## src/rtl/rc6_data_out_fifo_if.sv

```systemverilog
// Bus between the RC6 cipher core, the output FIFO and the downstream consumer.
// Handshake: a push is inWr with inData; a pop happens on any edge where outValid && inReady.
interface rc6_data_out_fifo_if #(
    parameter int DATA_W = 128,
    parameter int DEPTH  = 4
);
    localparam int CNT_W = $clog2(DEPTH) + 1;

    logic              inWr;
    logic [DATA_W-1:0] inData;
    logic              inReady;
    logic              outValid;
    logic [DATA_W-1:0] outData;
    logic              outFull;
    logic [CNT_W-1:0]  outCount;
    logic              outOverflow;

    modport master (
        output inWr, inData, inReady,
        input  outValid, outData, outFull, outCount, outOverflow
    );

    modport slave (
        input  inWr, inData, inReady,
        output outValid, outData, outFull, outCount, outOverflow
    );
endinterface

```

## src/rtl/rc6_data_out_fifo.sv

```systemverilog
// Show-ahead output FIFO for RC6 cipher results with a sticky overflow flag.
// Define RC6_OUT_BYTE_SWAP_EN to byte-reverse each 32-bit lane on write (NESSIE byte order).
module rc6_data_out_fifo #(
    parameter int DATA_W = 128,
    parameter int DEPTH  = 4
) (
    input  logic                 inClk,
    input  logic                 inReset,
    rc6_data_out_fifo_if.slave   bus
);
    localparam int PTR_W = $clog2(DEPTH);
    localparam int CNT_W = $clog2(DEPTH) + 1;
    localparam logic [CNT_W-1:0] FULL_CNT = CNT_W'(DEPTH);

    logic [DATA_W-1:0] mem [DEPTH];
    logic [PTR_W-1:0]  wrPtr;
    logic [PTR_W-1:0]  rdPtr;
    logic [CNT_W-1:0]  count;
    logic              overflow;
    logic              isEmpty;
    logic              isFull;
    logic              pop;
    logic              push;
    logic [DATA_W-1:0] storeData;

`ifdef RC6_OUT_BYTE_SWAP_EN
    function automatic logic [DATA_W-1:0] laneSwap(input logic [DATA_W-1:0] d);
        logic [DATA_W-1:0] r;
        r = '0;
        for (int lane = 0; lane < DATA_W / 32; lane++) begin
            for (int b = 0; b < 4; b++) begin
                r[lane*32 + b*8 +: 8] = d[lane*32 + (3-b)*8 +: 8];
            end
        end
        return r;
    endfunction

    assign storeData = laneSwap(bus.inData);
`else
    assign storeData = bus.inData;
`endif

    assign isEmpty = (count == '0);
    assign isFull  = (count == FULL_CNT);
    assign pop     = !isEmpty && bus.inReady;
    // A full FIFO still takes a push when the head leaves on the same edge.
    assign push    = bus.inWr && (!isFull || pop);

    always_ff @(posedge inClk) begin
        if (inReset) begin
            wrPtr    <= '0;
            rdPtr    <= '0;
            count    <= '0;
            overflow <= 1'b0;
        end else begin
            if (push) begin
                wrPtr <= wrPtr + 1'b1;
            end
            if (pop) begin
                rdPtr <= rdPtr + 1'b1;
            end
            case ({push, pop})
                2'b10:   count <= count + 1'b1;
                2'b01:   count <= count - 1'b1;
                default: count <= count;
            endcase
            if (bus.inWr && !push) begin
                overflow <= 1'b1;
            end
        end
    end

    // Storage is never cleared; reset only discards entries by resetting the pointers.
    always_ff @(posedge inClk) begin
        if (push && !inReset) begin
            mem[wrPtr] <= storeData;
        end
    end

    assign bus.outValid    = !isEmpty;
    assign bus.outData     = isEmpty ? '0 : mem[rdPtr];
    assign bus.outFull     = isFull;
    assign bus.outCount    = count;
    assign bus.outOverflow = overflow;
endmodule

```

## src/flat_wrapper.sv

```systemverilog
// flat-port wrapper written by rule: the top's interface ports become plain ports
module rc6_data_out_fifo_flat 
#(
    parameter int DATA_W = 128,
    parameter int DEPTH  = 4
)
  (inClk, inReset, bus_inWr, bus_inData, bus_inReady, bus_outValid, bus_outData, bus_outFull, bus_outCount, bus_outOverflow);
  rc6_data_out_fifo_if #(.DATA_W(DATA_W), .DEPTH(DEPTH)) bus_i ();
  input  logic inClk;
  input  logic inReset;
  input wire logic [$bits(bus_i.inWr)-1:0] bus_inWr;
  input wire logic [$bits(bus_i.inData)-1:0] bus_inData;
  input wire logic [$bits(bus_i.inReady)-1:0] bus_inReady;
  output wire logic [$bits(bus_i.outValid)-1:0] bus_outValid;
  output wire logic [$bits(bus_i.outData)-1:0] bus_outData;
  output wire logic [$bits(bus_i.outFull)-1:0] bus_outFull;
  output wire logic [$bits(bus_i.outCount)-1:0] bus_outCount;
  output wire logic [$bits(bus_i.outOverflow)-1:0] bus_outOverflow;
  assign bus_i.inWr = bus_inWr;
  assign bus_i.inData = bus_inData;
  assign bus_i.inReady = bus_inReady;
  assign bus_outValid = bus_i.outValid;
  assign bus_outData = bus_i.outData;
  assign bus_outFull = bus_i.outFull;
  assign bus_outCount = bus_i.outCount;
  assign bus_outOverflow = bus_i.outOverflow;
  rc6_data_out_fifo #(.DATA_W(DATA_W), .DEPTH(DEPTH)) u_core (.inClk(inClk), .inReset(inReset), .bus(bus_i));
endmodule
```

## config.mk

```make
export PLATFORM = sky130hd
export DESIGN_NAME = rc6_data_out_fifo_flat
export DESIGN_NICKNAME = d
export VERILOG_FILES = /design/src/rtl/rc6_data_out_fifo_if.sv /design/src/rtl/rc6_data_out_fifo.sv /design/src/flat_wrapper.sv
export SDC_FILE = /design/constraint.sdc
export NUM_CORES = 1
export LEC_CHECK = 0
export ABC_AREA = 1
export BUFFER_PORTS_ARGS = -buffer_cell sky130_fd_sc_hd__clkbuf_2
export CAP_MARGIN = 15
export CORE_UTILIZATION = 57
export DETAILED_ROUTE_END_ITERATION = 10
export PLACE_DENSITY = 0.78
export SETUP_SLACK_MARGIN = 0.15
export SLEW_MARGIN = 20
export SYNTH_ARGS = -nofsm -noshare
export SYNTH_HDL_FRONTEND = slang
export SYNTH_SLANG_ARGS = --single-unit
```

## constraint.sdc

```tcl
create_clock -name inClk -period 9.65 [get_ports inClk]
set_clock_uncertainty 0.2 [all_clocks]
set_input_delay 1.93 -clock inClk [delete_from_list [all_inputs] [get_ports inClk]]
set_output_delay 1.93 -clock inClk [all_outputs]
set_load 0.01 [all_outputs]
```

# Yosys cells after proc, flatten, opt, wreduce, memory -nomap -nowiden
# Memories as Yosys holds them, arrays and structs flattened. A register that Yosys moved wholly into a read port is not among the register bits.
# Index checks and enable logic that the tools add are counted.
# W data, S select, Z words.
# word_totals
regBits,8
ram_bits,512
out_inout_bits,134
elab_cells,29
memories,1
# memory_table
name,words,width,read_ports,rd_ports_with_merged_regs,write_ports,line_no,rtl
u_core.mem,4,128,1,1,1,rc6_data_out_fifo.sv:15,logic [DATA_W-1:0] mem [DEPTH];
# op_classes
addsub,4
n_eq_ne,3
n_mux,6
n_reduce_logical,11
# op_table
cell,n
$mux W128,1
$pmux W3 S2,1
$add A2 B1 Y2 const B,2
$logic_and A1 B1 Y1,4
$logic_not A1 Y1,4
$mux W2,2
$add A3 B1 Y3 const B,1
$eq A3 B3 Y1 const B,1
$logic_not A3 Y1,1
$sub A3 B1 Y3 const B,1
$eq A2 B1 Y1 const B,1
$eq A2 B2 Y1 const B,1
$mux W1,2
$reduce_bool A2 Y1,1
$logic_or A1 B1 Y1,1

# Depth between registers and ports, before layout
# Gate-level depths: netlist of the first run.
# depth
word_depth,8
mapped_depth,13
ltp_nobuf,13

# Worst setup path before layout of the first run
# No wires, ideal clock.
# synth_path
path_type,in2reg
start,in bus_inReady
end,"mem u_core.mem[0][0], enable pin"
setup_ns,0.617
arrival_time_ns,7.599
path_slack_ns,1.234
stages,4
path_cell_list,inv_1 nand3_1 nand3_1 nor2_1
# synth_between
elab_chain_len,6
# synth_lines
element,line_no,rtl
start: declaration,flat_wrapper.sv:13,input wire logic [$bits(bus_i.inReady)-1:0] bus_inReady;
$logic_and A1 B1 Y1,rc6_data_out_fifo.sv:45,assign pop = !isEmpty && bus.inReady;
$logic_or A1 B1 Y1,rc6_data_out_fifo.sv:47,assign push = bus.inWr && (!isFull || pop);
$logic_and A1 B1 Y1,rc6_data_out_fifo.sv:47,
$logic_and A1 B1 Y1,rc6_data_out_fifo.sv:75,if (push && !inReset) begin
$mux W1,rc6_data_out_fifo.sv:75,
$mux W1 (not written as such),rc6_data_out_fifo.sv:76,mem[wrPtr] <= storeData;
end: declaration,rc6_data_out_fifo.sv:15,
# No other way between the ends.

==> flow_summary.rst, run 1 <==
.. list-table::
   :header-rows: 1

   * - Metric
     - Value
   * - Via density per instance
     - 5.648
   * - Area of the core region
     - 34,880 um^2
   * - Cell internal pwr
     - 4.097 mW
   * - Per-instance average area after synthesis
     - 12.83 um^2
   * - Share of Yosys cell area claimed by the top area cell type
     - 75.46%
   * - Maximum fanout count along the critical path
     - 143
   * - NetSw
     - 1.937 mW
   * - Final hold slack
     - 0.2718 ns
   * - Vias after detailed routing
     - 13,092
   * - Number of detailed-route iterations in the first pass
     - 5
   * - Wire length on met2
     - 21.25 mm
   * - Kind of path behind the tightest hold check
     - reg2reg
   * - EDFF count, synth
     - 512
   * - Post-CTS Repair Setup Buffers
     - 0
   * - Top flip-flop cell by instance count after synthesis
     - sky130_fd_sc_hd__edfxtp_1
   * - Comb pwr share
     - 25.8%
   * - Crit. End Element
     - output pin
   * - Area taken by multi-input logic gates
     - 4145 um^2
   * - Syn_nets
     - 1,726
   * - Maximum operating frequency
     - 178.8 MHz
   * - Leakage power total
     - 8.387 nW
   * - Routability-driven placement congestion ratio
     - 0.8042
   * - Share of power burned in registers
     - 43.9%
   * - Post-cts hold buffer count
     - 0
   * - Total of flip-flops plus latches after synthesis
     - 522
   * - Most numerous cell in the Yosys netlist
     - sky130_fd_sc_hd__nor2_1
   * - Most numerous cell types in the synthesized netlist
     - sky130_fd_sc_hd__nor2_1, sky130_fd_sc_hd__edfxtp_1, sky130_fd_sc_hd__o21ai_0
   * - Number of pins exceeding their max-slew limit in the final report
     - 0
   * - CTS H-tree depth
     - 2
   * - Dpl hpwl
     - 24.07 mm
   * - Wire length of the first global-routing pass
     - 67.52 mm
   * - Initial standard-cell utilization of the core
     - 58.41%
   * - PortBufs
     - 265
   * - WL final
     - 44.50 mm
   * - Clock root buffer
     - sky130_fd_sc_hd__clkbuf_16
   * - Area delta synth->final
     - 14.75%
   * - Chip width
     - 191.1 um
   * - Reg-to-reg endpoint
     - u_core.mem[3][29]
   * - Worst slew pin tran
     - 1.076 ns
   * - Run status
     - finished clean
   * - Dominant cells by area after synthesis
     - sky130_fd_sc_hd__edfxtp_1, sky130_fd_sc_hd__nor2_1, sky130_fd_sc_hd__o21ai_0, sky130_fd_sc_hd__a21oi_1, sky130_fd_sc_hd__dfxtp_1
   * - VDD IR max
     - 0.4058 mV
   * - Antenna violations before repair
     - 3
   * - TritonCTS buffer count
     - 51
   * - Metal3 WL
     - 3.504 mm
   * - Reg area
     - 15,580 um^2
   * - Total of cells resized after clock tree synthesis
     - 0
   * - Max transition margin
     - 28.24%
   * - Topmost layer with routed signal wires
     - met5
   * - Buffer levels on the longest clock path
     - 3
   * - Final Power
     - 6.034 mW
   * - Violation count after the first detailed-routing iteration
     - 1,055
   * - Final hold violations
     - 0
   * - Final Setup Violations
     - 0
   * - Type of the worst setup path
     - reg2out
   * - Area of the mapped netlist
     - 20,370 um^2
   * - Power per cell area
     - 258.1 nW/um^2
   * - Setup repair after global routing missed its margin
     - false
   * - Overall die area
     - 36,500 um^2
   * - Number of placement rows
     - 68
   * - Die height
     - 191.1 um
   * - Source of the worst hold timing path
     - u_core.bus.outOverflow
   * - Synthesized netlist cell count
     - 1,588
   * - Detail Route Antenna Nets
     - 0
   * - Worst Path Required
     - 7.52 ns
   * - CTS clk-pin slew, worst paths
     - 0.06 ns
   * - Cells on Worst Hold Path
     - 2
   * - Sequential area share after synthesis
     - 76.44%
   * - Netlist cell types
     - 23
   * - Num Clock Sinks
     - 522
   * - Max_cap viols
     - 0
   * - Arrival time of the worst setup path
     - 3.46 ns
   * - Via count of the first global-routing pass
     - 12,573
   * - Crit path time final
     - 5.594 ns
   * - Cell type with the highest aggregate area in the netlist
     - sky130_fd_sc_hd__edfxtp_1
   * - Setup slack, reg-to-reg
     - 6.45 ns
   * - Fraction of power consumed by the clock network
     - 30.3%
   * - Switching share of power
     - 32.10%
   * - Worst Hold Endpoint
     - u_core.bus.outOverflow
   * - Reg-to-reg critical path startpoint
     - u_core.bus.outCount[1]
   * - Fill cell count
     - 2,409
   * - Fin nets
     - 1,959
   * - Clock latency of the later-clocked register in the worst-skew pair
     - 0.57 ns
   * - WL/cell
     - 19.20 um
   * - Top Ports
     - 266
   * - Setup_tns
     - 0 ns
   * - Startpoint type of the worst setup path
     - flop
   * - Tcrit/Tclk final
     - 57.97%
   * - Synth warnings
     - 0
   * - Total routing usage reported by global routing
     - 24.13%
   * - Residual overflow from global routing
     - 0
   * - Total routed wire length on the met1 layer
     - 18.58 mm
   * - Share of layout cells above drive strength 1
     - 19.29%
   * - Reg2Reg Depth
     - 5
   * - Residual DRC
     - 0
   * - Async set-or-reset flop fraction in the synthesized netlist
     - 0%
   * - TritonCTS clock tree
     - built
   * - Largest net degree at the start of global routing
     - 144
==> state kept, by name (all words and copies together) (netlist names), named ones only <==
name,cells
u_core.bus.outOverflow,1
u_core.rdPtr,2
u_core.wrPtr,2
u_core.mem,512
u_core.bus.outCount,3
==> area by class of cell <==
cell class / instances / share of cell area (%)
Antenna cell: 2 / 0.02141
Clock buffer: 71 / 6.128
Clock inverter: 22 / 0.4870
Inverter: 22 / 0.3960
Multi-Input combinational cell: 945 / 17.73
Sequential cell: 522 / 66.65
Tap cell: 455 / 2.435
Timing Repair Buffer: 279 / 6.154
==> cell usage in the layout, fill, tap and decap left out, drive strengths merged <==
cell type    n
dfxtp       10
buf         14
clkbuf     336
nand2       14
nand3        7
ha           5
fa           1
nand4        1
nor3         1
nor2       524
diode        2
clkinvlp     1
o21ai      258
edfxtp     512
a21oi      134
clkinv      20
inv         23
==> critical path, stage by stage (launching register included) <==
cell	delay [ns]
sky130_fd_sc_hd__dfxtp_4	0.51
sky130_fd_sc_hd__inv_6	0.65
sky130_fd_sc_hd__buf_4	0.86
sky130_fd_sc_hd__o21ai_0	0.24
sky130_fd_sc_hd__a21oi_1	0.28
sky130_fd_sc_hd__clkbuf_2	0.19
==> worst max path at each step <==
stage                       endpoint        start  slack (ns)
floorplan           u_core.mem[0][0]  bus_inReady        1.23
global placement    bus_outData[114]         flop        4.70
detailed placement  bus_outData[114]         flop        4.61
CTS                 bus_outData[114]         flop        4.01
global route         bus_outData[38]         flop        3.73
finish               bus_outData[39]         flop        4.06
==> kinds of logic (layout without fill, tap and decap cells) <==
group | after synthesis | after routing | share of synthesized area, %
other | 0 | 2 | 0
AOI/OAI and AO/OA | 392 | 392 | 9.629
buffers and inverters | 121 | 394 | 3.359
and+or+nand+nor | 547 | 547 | 10.16
adders and majority gates | 6 | 6 | 0.4053
DFF | 522 | 522 | 76.44
==> power groups by stage <==
stage / clock network, mW / registers (mW) / logic (mW)
floorplan: 0 / 2.67 / 1.01
global placement: 0 / 2.69 / 1.54
detailed placement: 0 / 2.70 / 1.56
CTS: 1.85 / 2.65 / 1.57
global route: 1.94 / 2.66 / 1.72
finish: 1.83 / 2.65 / 1.56
==> layer usage <==
| layer | GRT usage [%] | up-vias |
|---|---|---|
| li1 | - | 6109 |
| met3 | 4.681 | 83 |
| met5 | 0 | - |
| met1 | 33.65 | 6334 |
| met2 | 38.28 | 564 |
| met4 | 8.394 | 2 |
==> per-stage QoR <==
step	instances	util, %	cell area, um^2	worst slack (ns)
finish	2318	67.02	23380	4.056
detailed placement	2223	62.55	21820	4.614
floorplan	1588	-	20370	1.234
global route	2318	67.02	23380	3.727
CTS	2316	66.99	23370	4.007
global placement	2223	62.55	21820	4.702
(Power assumes the default switching activity.)
==> run 2: changes to the inputs <==
- CORE_UTILIZATION: 57 -> 52
- PLACE_DENSITY: 0.78 -> 0.75
- clock period: 9.65 -> 4.55 ns (I/O delays scaled with it)
==> flow_summary.rst, run 2 (synthesized netlist as in run 1, its figures left out) <==
.. list-table::
   :header-rows: 1

   * - Metric
     - Value
   * - Fill cell count
     - 2,898 (was 2,409)
   * - Routability-driven placement congestion ratio
     - 0.7876 (was 0.8042)
   * - Tcrit/Tclk final
     - 83.74%
   * - Leakage power total
     - 8.454 nW (was 8.387 nW)
   * - Kind of path behind the tightest hold check
     - reg2reg (unchanged)
   * - Leading cell type in the layout, fill and taps excluded
     - sky130_fd_sc_hd__nor2_1 (unchanged)
   * - Worst Path Required
     - 3.44 ns (was 7.52 ns)
   * - Post-CTS Repair Setup Buffers
     - 0 (unchanged)
   * - Total of cells resized after clock tree synthesis
     - 0 (unchanged)
   * - Buf/Inv on CP
     - 3 (unchanged)
   * - Crit path max-delay family
     - buffers and inverters (unchanged)
   * - Via count of the first global-routing pass
     - 12,320 (was 12,573)
   * - Chip width
     - 199.9 um (was 191.1 um)
   * - Residual overflow from global routing
     - 0 (unchanged)
   * - Num Clock Sinks
     - 522 (unchanged)
   * - VDD IR max
     - 0.6570 mV (was 0.4058 mV)
   * - Register bank with the most flops
     - u_core.mem (unchanged)
   * - PortBufs
     - 265 (unchanged)
   * - Clock latency of the later-clocked register in the worst-skew pair
     - 0.58 ns (was 0.57 ns)
   * - WL final
     - 43.74 mm (was 44.50 mm)
   * - CTS H-tree depth
     - 2 (unchanged)
   * - Reg2Reg Depth
     - 5 (unchanged)
   * - Maximum operating frequency
     - 262.5 MHz
   * - Final hold violations
     - 0 (unchanged)
   * - Number of pins exceeding their max-slew limit in the final report
     - 0 (unchanged)
   * - Worst slew pin tran
     - 0.9760 ns (was 1.076 ns)
   * - Flip-flop count of the largest register after layout
     - 512 (unchanged)
   * - Post-cts hold buffer count
     - 0 (unchanged)
   * - Reg-to-reg endpoint
     - u_core.mem[2][122] (was u_core.mem[3][29])
   * - Cells on Worst Hold Path
     - 2 (unchanged)
   * - Max stage delay on crit path
     - 0.50 ns (was 0.86 ns)
   * - Highest-count cells in the layout ignoring fill and taps
     - sky130_fd_sc_hd__nor2_1, sky130_fd_sc_hd__edfxtp_1, sky130_fd_sc_hd__clkbuf_2 (unchanged)
   * - Area delta synth->final
     - 16.02% (was 14.75%)
   * - Placed insts
     - 2,294 (was 2,223)
   * - Pre-CTS setup slack
     - 1.313 ns (was 4.614 ns)
   * - Top Ports
     - 266 (unchanged)
   * - Setup_tns
     - 0 ns (unchanged)
   * - Number of standard cells in the layout, taps in and fillers out
     - 2,381 (was 2,318)
   * - Wire length of the first global-routing pass
     - 65.58 mm (was 67.52 mm)
   * - Initial standard-cell utilization of the core
     - 52.72% (was 58.41%)
   * - Utilization of the core after routing
     - 61.16% (was 67.02%)
   * - Cell-by-cell listing of the critical path
     - inv_6 -> buf_12 -> o21ai_0 -> a21oi_1 -> clkbuf_2 (was inv_6 -> buf_4 -> o21ai_0 -> a21oi_1 -> clkbuf_2)
   * - Type of the worst setup path
     - reg2out (unchanged)
   * - Fin nets
     - 1,967 (was 1,959)
   * - Residual DRC
     - 0 (unchanged)
   * - Crit. End Element
     - output pin (unchanged)
   * - Arrival time of the worst setup path
     - 2.70 ns (was 3.46 ns)
   * - Final hold slack
     - 0.2471 ns (was 0.2718 ns)
   * - Vias after detailed routing
     - 12,841 (was 13,092)
   * - Largest net degree at the start of global routing
     - 139 (was 144)
   * - Worst Hold Endpoint
     - u_core.bus.outOverflow (unchanged)
   * - Overall die area
     - 39,980 um^2 (was 36,500 um^2)
   * - Setup slack, reg-to-reg
     - 1.94 ns (was 6.45 ns)
   * - WL/cell
     - 18.37 um (was 19.20 um)
   * - TritonCTS buffer count
     - 51 (unchanged)
   * - Number of placement rows
     - 72 (was 68)
   * - Final worst setup slack
     - 0.7400 ns (was 4.056 ns)
   * - Buffer levels on the longest clock path
     - 3 (unchanged)
   * - Source of the worst hold timing path
     - u_core.bus.outOverflow (unchanged)
   * - Total routing usage reported by global routing
     - 21.63% (was 24.13%)
   * - Violation count after the first detailed-routing iteration
     - 864 (was 1,055)
   * - Crit path time final
     - 3.810 ns
   * - Clock root buffer
     - sky130_fd_sc_hd__clkbuf_16 (unchanged)
   * - CTS clk-pin slew, worst paths
     - 0.06 ns (about the same)
   * - Max_cap viols
     - 0 (unchanged)
   * - Area post-placement
     - 22,120 um^2 (was 21,820 um^2)
   * - Startpoint type of the worst setup path
     - flop (unchanged)
   * - Area of the core region
     - 38,650 um^2 (was 34,880 um^2)
   * - Dpl hpwl
     - 23.90 mm (was 24.07 mm)
   * - Final design instance area without fill
     - 23,640 um^2 (was 23,380 um^2)
   * - Maximum fanout count along the critical path
     - 93 (was 143)
   * - Die height
     - 199.9 um (was 191.1 um)
   * - Number of detailed-route iterations in the first pass
     - 5 (unchanged)
   * - Final Setup Violations
     - 0 (unchanged)
   * - Power per cell area
     - 543.5 nW/um^2 (was 258.1 nW/um^2)
   * - Final Power
     - 12.85 mW (was 6.034 mW)
   * - Max transition margin
     - 34.93% (was 28.24%)
   * - TritonCTS clock tree
     - built (unchanged)
   * - Via density per instance
     - 5.393 (was 5.648)
   * - Reg-to-reg critical path startpoint
     - u_core.bus.outCount[1] (unchanged)
   * - Crit-path slowest cell
     - sky130_fd_sc_hd__inv_6 (was sky130_fd_sc_hd__buf_4)
   * - Detail Route Antenna Nets
     - 0 (unchanged)
   * - Setup repair after global routing missed its margin
     - false (unchanged)
   * - Run status
     - finished clean (unchanged)
   * - Antenna violations before repair
     - 4 (was 3)
   * - Share of layout cells above drive strength 1
     - 19.29% (unchanged)
## run 2: layer usage
metal / up-vias / wire length, um / global-route usage [%] / part of all wire (%)
met1: 6261 / 17520 / 27.51 / 40
met2: 398 / 21520 / 35.52 / 49
li1: 6110 / - / - / -
met5: - / 31 / 0 / 0.071
met4: 4 / 814 / 6.644 / 1.9
met3: 68 / 3858 / 6.855 / 8.8
## run 2: final cells by class
| class | instances | area, um^2 | area share (%) |
|---|---|---|---|
| Sequential cell | 522 | 15580 | 65.92 |
| Multi-Input combinational cell | 945 | 4145 | 17.54 |
| Timing Repair Buffer | 287 | 1654 | 6.998 |
| Clock buffer | 67 | 1379 | 5.833 |
| Tap cell | 518 | 648.1 | 2.742 |
| Clock inverter | 18 | 131.4 | 0.5558 |
| Inverter | 22 | 92.59 | 0.3917 |
| Antenna cell | 2 | 5.005 | 0.02117 |
## run 2: worst reg2reg max path, stage by stage, from the launching register on
cell and delay [ns]:
sky130_fd_sc_hd__dfxtp_1 0.41, sky130_fd_sc_hd__nor2_2 0.07, sky130_fd_sc_hd__nand3_1 0.18, sky130_fd_sc_hd__nand3_1 0.35
sky130_fd_sc_hd__nor2_4 0.62, sky130_fd_sc_hd__buf_4 0.43
## run 2: power breakdown
group	switching, mW	total, mW	internal [mW]
logic	2.32	3.39	1.07
clock network	1.65	3.88	2.22
registers	0.0979	5.58	5.48
total	4.07	12.8	8.77
## run 2: worst max-delay path by stage
stage | to | cells past startpoint
after detailed placement | u_core.mem[2][2] | 6
final | bus_outData[32] | 5
after CTS | bus_outData[63] | 6
after global placement | bus_outData[63] | 6
after global routing | bus_outData[32] | 5
after floorplan | u_core.mem[0][0] | 4
==> run 3: changes to the inputs <==
- clock period: 4.55 -> 3.4 ns (I/O delays scaled with it)
==> flow_summary.rst, run 3 (synthesized netlist as in run 1, its figures left out) <==
.. list-table::
   :header-rows: 1

   * - Metric
     - Value
   * - Run status
     - finished clean (unchanged)
   * - Fill cell count
     - 2,868 (was 2,898)
   * - Buffer levels on the longest clock path
     - 3 (unchanged)
   * - Area post-placement
     - 22,290 um^2 (was 22,120 um^2)
   * - Final design instance area without fill
     - 23,970 um^2 (was 23,640 um^2)
   * - Tcrit/Tclk final
     - 93.67%
   * - Max stage delay on crit path
     - 0.43 ns (was 0.50 ns)
   * - Register bank with the most flops
     - u_core.mem (unchanged)
   * - Antenna violations before repair
     - 4 (unchanged)
   * - Via count of the first global-routing pass
     - 12,406 (was 12,320)
   * - Number of placement rows
     - 72 (unchanged)
   * - Utilization of the core after routing
     - 62.02% (was 61.16%)
   * - Flip-flop count of the largest register after layout
     - 512 (unchanged)
   * - WL final
     - 44.79 mm (was 43.74 mm)
   * - Final Setup Violations
     - 0 (unchanged)
   * - Crit-path slowest cell
     - sky130_fd_sc_hd__dfxtp_4 (was sky130_fd_sc_hd__inv_6)
   * - Initial standard-cell utilization of the core
     - 52.72% (unchanged)
   * - Final hold violations
     - 0 (unchanged)
   * - Residual overflow from global routing
     - 0 (unchanged)
   * - TritonCTS clock tree
     - built (unchanged)
   * - Via density per instance
     - 5.376 (was 5.393)
   * - Area of the core region
     - 38,650 um^2 (unchanged)
   * - Arrival time of the worst setup path
     - 2.30 ns (was 2.70 ns)
   * - Crit path max-delay family
     - buffers and inverters (unchanged)
   * - Final worst setup slack
     - 0.2152 ns (was 0.7400 ns)
   * - Post-cts hold buffer count
     - 0 (unchanged)
   * - Clock root buffer
     - sky130_fd_sc_hd__clkbuf_16 (unchanged)
   * - Detail Route Antenna Nets
     - 0 (unchanged)
   * - Share of layout cells above drive strength 1
     - 20.10% (was 19.29%)
   * - WL/cell
     - 18.73 um (was 18.37 um)
   * - Dpl hpwl
     - 24.62 mm (was 23.90 mm)
   * - Startpoint type of the worst setup path
     - flop (unchanged)
   * - Worst slew pin tran
     - 0.7296 ns (was 0.9760 ns)
   * - Die height
     - 199.9 um (unchanged)
   * - Clock latency of the later-clocked register in the worst-skew pair
     - 0.59 ns (was 0.58 ns)
   * - Crit path time final
     - 3.185 ns
   * - CTS clk-pin slew, worst paths
     - 0.06 ns (about the same)
   * - Number of pins exceeding their max-slew limit in the final report
     - 0 (unchanged)
   * - Max_cap viols
     - 0 (unchanged)
   * - Crit. End Element
     - output pin (unchanged)
   * - Pre-CTS setup slack
     - 0.8324 ns (was 1.313 ns)
   * - VDD IR max
     - 0.6353 mV (was 0.6570 mV)
   * - Highest-count cells in the layout ignoring fill and taps
     - sky130_fd_sc_hd__nor2_1, sky130_fd_sc_hd__edfxtp_1, sky130_fd_sc_hd__clkbuf_2 (unchanged)
   * - Buf/Inv on CP
     - 3 (unchanged)
   * - Maximum operating frequency
     - 314.0 MHz
   * - Leading cell type in the layout, fill and taps excluded
     - sky130_fd_sc_hd__nor2_1 (unchanged)
   * - Vias after detailed routing
     - 12,853 (was 12,841)
   * - Overall die area
     - 39,980 um^2 (unchanged)
   * - TritonCTS buffer count
     - 51 (unchanged)
   * - Fin nets
     - 1,972 (was 1,967)
   * - Total routing usage reported by global routing
     - 22.16% (was 21.63%)
   * - Number of detailed-route iterations in the first pass
     - 5 (unchanged)
   * - Source of the worst hold timing path
     - bus_inData[35] (was u_core.bus.outOverflow)
   * - Wire length of the first global-routing pass
     - 66.87 mm (was 65.58 mm)
   * - Maximum fanout count along the critical path
     - 78 (was 93)
   * - Reg-to-reg critical path startpoint
     - u_core.bus.outCount[2] (was u_core.bus.outCount[1])
   * - Largest net degree at the start of global routing
     - 129 (was 139)
   * - Num Clock Sinks
     - 522 (unchanged)
   * - CTS H-tree depth
     - 2 (unchanged)
   * - Routability-driven placement congestion ratio
     - 0.7537 (was 0.7876)
   * - Top Ports
     - 266 (unchanged)
   * - Chip width
     - 199.9 um (unchanged)
   * - Cell-by-cell listing of the critical path
     - inv_6 -> buf_16 -> o21ai_0 -> a21oi_1 -> clkbuf_2 (was inv_6 -> buf_12 -> o21ai_0 -> a21oi_1 -> clkbuf_2)
   * - Power per cell area
     - 742.7 nW/um^2 (was 543.5 nW/um^2)
   * - Leakage power total
     - 8.582 nW (was 8.454 nW)
   * - Type of the worst setup path
     - reg2out (unchanged)
   * - Setup repair after global routing missed its margin
     - true (was false)
   * - Kind of path behind the tightest hold check
     - in2reg (was reg2reg)
   * - Area delta synth->final
     - 17.65% (was 16.02%)
   * - Violation count after the first detailed-routing iteration
     - 882 (was 864)
   * - Worst Path Required
     - 2.52 ns (was 3.44 ns)
   * - PortBufs
     - 265 (unchanged)
   * - Max transition margin
     - 51.36% (was 34.93%)
   * - Final hold slack
     - 0.1048 ns (was 0.2471 ns)
   * - Residual DRC
     - 0 (unchanged)
## run 3: final timing paths
check | endpoint | slack, ns | cells after the start
worst min-delay path | u_core.mem[1][35] | 0.10 | 1
worst max-delay path | bus_outData[124] | 0.22 | 5
worst max register to register | u_core.bus.outCount[2] | 1.25 | 13
worst min register to register | u_core.bus.outOverflow | 0.26 | 2
## run 3: worst reg2reg max path, cell delays in order (launching register included)
cell	delay [ns]
sky130_fd_sc_hd__dfxtp_1	0.42
sky130_fd_sc_hd__inv_1	0.12
sky130_fd_sc_hd__nand2_2	0.16
sky130_fd_sc_hd__nand2_1	0.09
sky130_fd_sc_hd__inv_1	0.09
sky130_fd_sc_hd__ha_1	0.17
sky130_fd_sc_hd__inv_1	0.07
sky130_fd_sc_hd__fa_1	0.38
sky130_fd_sc_hd__inv_1	0.07
sky130_fd_sc_hd__nand2_1	0.05
sky130_fd_sc_hd__nand3_1	0.08
sky130_fd_sc_hd__nand2_1	0.06
sky130_fd_sc_hd__nand2_1	0.06
sky130_fd_sc_hd__nor2_1	0.04
## run 3: final cells by class
cell class	count	area [um^2]	share of cell area, %
Timing Repair Buffer	292	1794	7.485
Multi-Input combinational cell	945	4170	17.40
Clock buffer	64	1346	5.616
Tap cell	518	648.1	2.704
Sequential cell	522	15580	65.01
Antenna cell	2	5.005	0.02088
Inverter	22	108.9	0.4541
Clock inverter	26	315.3	1.315
## run 3: per-layer routing
| metal | up-vias | track usage, % | routed length (um) |
|---|---|---|---|
| li1 | 6129 | - | - |
| met1 | 6190 | 28.00 | 17730 |
| met2 | 431 | 37.47 | 22380 |
| met3 | 97 | 5.124 | 3335 |
| met4 | 6 | 8.029 | 1313 |
| met5 | - | 0 | 34 |
## run 3: through the flow
stage               power (mW)  instances  TNS (ns)
CTS                      17.95       2389         0
global route             18.67       2390         0
floorplan                10.44       1588    -41.04
detailed placement       12.35       2299         0
finish                   17.80       2391         0
global placement         12.27       2299         0
## run 3: power breakdown
group	internal (mW)	total [mW]	switching, mW	leakage [nW]
clock	3.33	5.60	2.28	0.807
combinational	1.54	4.76	3.22	3.04
sequential	7.34	7.44	0.101	4.73
total	12.2	17.8	5.60	8.58
## run 3: what timing repair did
| item | CTS | global route |
|---|---|---|
| setup buffers | 0 | 0 |
| resized for setup | 0 | 2 |
| setup endpoints to repair | 0 | 16 |
